File: src/rtl/mux_arb_pkg.sv
// Shared constants for the round-robin data arbiter: FSM encoding, requester
// count, select width and a one-hot grant helper.
package mux_arb_pkg;

    localparam int NUM_REQ = 4;
    localparam int SEL_W   = 2;

    localparam logic [0:0] ST_IDLE = 1'b0;
    localparam logic [0:0] ST_BUSY = 1'b1;

    function automatic logic [NUM_REQ-1:0] onehot(input logic [SEL_W-1:0] idx);
        logic [NUM_REQ-1:0] one;
        one = {{(NUM_REQ-1){1'b0}}, 1'b1};
        return one << idx;
    endfunction

endpackage

File: src/rtl/lane_mux4.sv
// 4:1 data lane selector shared by the arbiter datapath.
module lane_mux4 #(
    parameter int WIDTH = 8
) (
    input  logic [WIDTH-1:0] a,
    input  logic [WIDTH-1:0] b,
    input  logic [WIDTH-1:0] c,
    input  logic [WIDTH-1:0] d,
    input  logic [1:0]       sel,
    output logic [WIDTH-1:0] y
);

    always_comb begin
        case (sel)
            2'd0:    y = a;
            2'd1:    y = b;
            2'd2:    y = c;
            default: y = d;
        endcase
    end

endmodule

File: src/rtl/rr_pick.sv
// Combinational round-robin search: first eligible requester at or after ptr,
// ascending and wrapping from the top index back to 0.
module rr_pick
    import mux_arb_pkg::*;
(
    input  logic [NUM_REQ-1:0] eligible,
    input  logic [SEL_W-1:0]   ptr,
    output logic               any,
    output logic [SEL_W-1:0]   idx
);

    logic [SEL_W-1:0] cand;

    // Walk offsets from farthest to nearest so the nearest match is written last.
    always_comb begin
        any  = 1'b0;
        idx  = '0;
        cand = '0;
        for (int k = NUM_REQ - 1; k >= 0; k--) begin
            cand = ptr + k[SEL_W-1:0];
            if (eligible[cand]) begin
                any = 1'b1;
                idx = cand;
            end
        end
    end

endmodule

File: src/rtl/mux_rr_arbiter.sv
// Round-robin arbiter that registers the winning lane's data and holds it
// with a valid/ready handshake; one transfer per cycle under full load.
module mux_rr_arbiter #(
    parameter int WIDTH   = 8,
    parameter int NUM_REQ = 4
) (
    input  logic               clk,
    input  logic               rst_n,
    input  logic [NUM_REQ-1:0] req,
    input  logic [WIDTH-1:0]   a,
    input  logic [WIDTH-1:0]   b,
    input  logic [WIDTH-1:0]   c,
    input  logic [WIDTH-1:0]   d,
    output logic [WIDTH-1:0]   out,
    output logic               out_valid,
    input  logic               out_ready,
    output logic [1:0]         sel,
    output logic [NUM_REQ-1:0] gnt,
    output logic [NUM_REQ-1:0] ack
);

    import mux_arb_pkg::*;

    logic [0:0]         state;
    logic [SEL_W-1:0]   ptr;
    logic [NUM_REQ-1:0] eligible;
    logic [SEL_W-1:0]   search_ptr;
    logic               pick_any;
    logic [SEL_W-1:0]   pick_idx;
    logic [WIDTH-1:0]   lane_data;
    logic               busy;
    logic               handshake;

    assign busy      = (state == ST_BUSY);
    assign out_valid = busy;
    assign handshake = busy && out_ready;
    assign ack       = gnt & {NUM_REQ{handshake}};

    // While busy the current winner is masked and the search begins just past
    // it, which is exactly where ptr lands if this cycle completes a transfer.
    assign eligible   = busy ? (req & ~gnt) : req;
    assign search_ptr = busy ? (sel + 2'd1) : ptr;

    rr_pick u_pick (
        .eligible (eligible),
        .ptr      (search_ptr),
        .any      (pick_any),
        .idx      (pick_idx)
    );

    lane_mux4 #(.WIDTH(WIDTH)) u_lane_mux (
        .a   (a),
        .b   (b),
        .c   (c),
        .d   (d),
        .sel (pick_idx),
        .y   (lane_data)
    );

    always_ff @(posedge clk or negedge rst_n) begin
        if (!rst_n) begin
            state <= ST_IDLE;
            out   <= '0;
            sel   <= '0;
            gnt   <= '0;
            ptr   <= '0;
        end else if (!busy) begin
            if (pick_any) begin
                state <= ST_BUSY;
                out   <= lane_data;
                sel   <= pick_idx;
                gnt   <= onehot(pick_idx);
            end
        end else if (out_ready) begin
            // Transfer accepted: rotate priority and chain straight into the
            // next winner if anyone else is waiting.
            ptr <= sel + 2'd1;
            if (pick_any) begin
                out <= lane_data;
                sel <= pick_idx;
                gnt <= onehot(pick_idx);
            end else begin
                state <= ST_IDLE;
                gnt   <= '0;
            end
        end
    end

endmodule

File: config.mk
export PLATFORM = sky130hd
export DESIGN_NAME = mux_rr_arbiter
export DESIGN_NICKNAME = d
export VERILOG_FILES = /design/src/rtl/mux_arb_pkg.sv /design/src/rtl/lane_mux4.sv /design/src/rtl/rr_pick.sv /design/src/rtl/mux_rr_arbiter.sv
export SDC_FILE = /design/constraint.sdc
export NUM_CORES = 1
export LEC_CHECK = 0
export ABC_CLOCK_PERIOD_IN_PS = 3700
export BUFFER_PORTS_ARGS = -buffer_cell sky130_fd_sc_hd__buf_4
export CAP_MARGIN = 10
export CORE_MARGIN = 8
export CORE_UTILIZATION = 44
export CTS_CLUSTER_DIAMETER = 120
export DETAILED_ROUTE_END_ITERATION = 8
export PLACE_DENSITY_LB_ADDON = 0.2
export SLEW_MARGIN = 20
export SYNTH_ARGS = -nofsm -noshare
export SYNTH_HDL_FRONTEND = slang
export SYNTH_HIERARCHICAL = 1
export SYNTH_SLANG_ARGS = --single-unit
export TNS_END_PERCENT = 100
File: constraint.sdc
create_clock -name clk -period 3.7 [get_ports clk]
set_input_delay 0.74 -clock clk [delete_from_list [all_inputs] [get_ports clk]]
set_output_delay 0.74 -clock clk [all_outputs]
set_load 0.05 [all_outputs]
==> impl_metrics.json <==
{
  "outcome": "finished clean",
  "postRouteAntennaNets": 0,
  "synth_simple_gate_area_share_pct": 12.6,
  "finalMaxSlewViolations": 0,
  "ys.flop_type": "dfrtp_1",
  "finalHoldViolCount": 0,
  "placed_cells": 179,
  "clock-sinks": 17,
  "p_leak_nw": 0.742,
  "diodes": 0,
  "die_w_um": 65.7,
  "nets": 193,
  "syn2layout_area_growth_pct": 43.0,
  "ys_types": 27,
  "gr-total-overflow": 0,
  "seqPwrFrac_pct": 23.8,
  "cp_cell_sequence": "nor2_1 > a21oi_1 > nand2b_1 > a21oi_1 > a211oi_2 > buf_4 > mux4_2 > mux2_2",
  "period_share_pct": 73.0,
  "num_rows": 18,
  "timing.setup.tns_ns": 0,
  "setup_viol_count_final": 0,
  "p_sw_uw": 722,
  "synth.area.mux_share_pct": 26.9,
  "critPathKind": "register to register",
  "drc": 0,
  "place_congestion": 0.746,
  "cts_setup_buffers": 0,
  "cts_tree": "built",
  "wl_per_cell_um": 16.9,
  "initial_utilization_pct": 45.0,
  "die_area_um2": 4310,
  "peakVddDrop_mv": 0.587,
  "finalNonFillerCells": 183,
  "fmax_ghz": 0.370,
  "synthXorXnorAreaFrac_pct": 0.807,
  "clk_pin_slew_ns": 0.10,
  "synth-seq-cells": 17,
  "power.share.switching_pct": 49.6,
  "grt_max_degree": 21,
  "fin_ws_ns": 1.00,
  "power.total_mw": 1.46,
  "worstSetupEndpointType": "register",
  "portBuffers": 57,
  "finClkSkew_ns": 0.00342,
  "grt_pass1_wl_mm": 5.08,
  "synth_top_family_by_area": "multiplexers",
  "yosysWarnings": 6,
  "max_slew.worst_pin.slew_ns": 0.526,
  "dp_hpwl_mm": 2.48,
  "comb_power_share_pct": 69.3,
  "drive_above_1_share_pct": 54.2,
  "worstReg2RegStart": "out_valid",
  "yosysMostFrequentCell": "dfrtp_1",
  "wirelength_mm": 3.10,
  "placed_cell_area_um2": 1520,
  "grt_usage_pct": 15.0,
  "p_per_area_nw_per_um2": 939,
  "required_ns": 3.88,
  "avgSynthCellArea_um2": 11.3,
  "synthAdderAreaFrac_pct": 0,
  "synth_area_um2": 1080,
  "cp-start-kind": "register",
  "holdWs_ns": 0.295,
  "clk_latency_ns": 0.29,
  "cts_resized": 0,
  "syn_nets": 135,
  "max_cap_violations": 0,
  "die_h_um": 65.7,
  "cts.path.max_buffers": 2,
  "final_cell_area_um2": 1550,
  "synth_top_area_share_pct": 39.2,
  "postSynthCellCount": 96,
  "yosysTopAreaCell": "dfrtp_1",
  "critPathArrivalTime_ns": 2.88,
  "clockRootBuffer": "clkbuf_4",
  "antenna_found_initial": 0,
  "synth_edf_count": 0,
  "cts_buffers": 3,
  "drtIter0Drc": 77,
  "coreArea_um2": 2410,
  "grt_pass1_vias": 1103,
  "clkPwrFrac_pct": 6.8,
  "synth.area.top_cells": "dfrtp_1 (39%), mux4_2 (17%), mux2_2 (9.3%)",
  "drt_first_pass_iters": 4,
  "postLayoutCoreUtil_pct": 64.4,
  "slew_headroom_pct": 64.9,
  "fin_crit_ns": 2.70,
  "vias": 1008,
  "rsz0062_at_grt": "false",
  "yosysSeqAreaShare_pct": 39.2,
  "crit_fanout": 20,
  "ys_top_cells_by_count": "dfrtp_1 (17), mux2_2 (9), mux4_2 (8), nand2_1 (8)",
  "r2r-end": "out[4]",
  "cts_max_level": 1,
  "ff2ff_setup_slack_ns": 1.00,
  "crit_path_max_incr_delay_ns": 0.69,
  "cts_hold_buf": 0,
  "p_int_uw": 734,
  "ys_async_sr_fraction_pct": 100,
  "hp-class": "input port to asynchronous set/reset pin",
  "place_ws_ns": 0.904,
  "post_drt_via_cell_ratio": 5.51,
  "synth-compound-area-share_pct": 15.7,
  "cpMaxStageDelayCell": "dfrtp_1",
  "rr_worst_depth": 8,
  "boundaryPins": 58,
  "crit_top_cell": "a21oi_1"
}
[worst max-delay path: cells and delay by family, from the launching register on]
family,cells,cell delay (ns)
AO/OA/AOI/OAI,3,0.57
flip-flops,1,0.69
buffers and inverters,1,0.26
AND/OR/NAND/NOR,2,0.27
multiplexers,2,0.80
[cell type report]
type                            instances  area, µm²
Clock buffer                            3       22.5
Clock inverter                          1       5.00
Fill cell                             188        858
Inverter                                3       11.3
Multi-Input combinational cell         70        607
Sequential cell                        17        425
Tap cell                               30       37.5
Timing Repair Buffer                   59        443
[kinds of logic (layout without fill, tap and decap cells)]
logic type / count (synthesis) / after routing
multiplexers: 18 / 18
AO/OA/AOI/OAI: 25 / 25
buffers and inverters: 9 / 66
XOR/XNOR: 1 / 1
flip-flops: 17 / 17
AND/OR/NAND/NOR: 26 / 26
[worst max-delay path by stage]
stage	start	to	slack (ns)	depth (start not counted)
4_1_cts	out_valid	out[4]	1.00	8
2_1_floorplan	out_valid	out[0]	0.69	10
6_report	out_valid	out[4]	1.00	8
3_3_place_gp	req[3]	out[3]	1.03	7
5_1_grt	out_valid	out[3]	0.73	8
3_5_place_dp	req[3]	out[4]	0.90	7
[layout by cell type, fill, tap and decap left out, types with 2 or more instances in the layout]
cell type and count:
nor3b_1 4, buf_4 59, a21boi_0 4, o2111ai_1 2, a21oi_1 7, and3_1 4, nor2_1 6, nand2_1 8
clkbuf_4 3, nand2b_1 2, mux4_2 8, dfrtp_1 17, o21ai_0 7, mux2_2 9, inv_1 2
[power groups by stage]
stage,Combinational (mW),Sequential (mW),Clock [mW]
finish,1.01,0.347,0.0996
global route,1.08,0.361,0.113
CTS,1.02,0.345,0.104
detailed placement,1.02,0.348,0
global placement,0.993,0.342,0
floorplan,0.503,0.595,0
[state kept, by name, indices dropped and copies added, names as in the netlist]
register and flops:
out_valid 1, gnt 4, out 8, sel 2
ptr 2
[metal layers]
| metal | share of wire [%] | track usage [%] | up-vias |
|---|---|---|---|
| met3 | 7.1 | 5.10 | 4 |
| met5 | 0 | 0 | - |
| met4 | 1.1 | 4.90 | 0 |
| li1 | - | - | 475 |
| met1 | 37 | 15.5 | 495 |
| met2 | 55 | 27.5 | 34 |
Note: power is estimated with default switching activity, not from simulation.
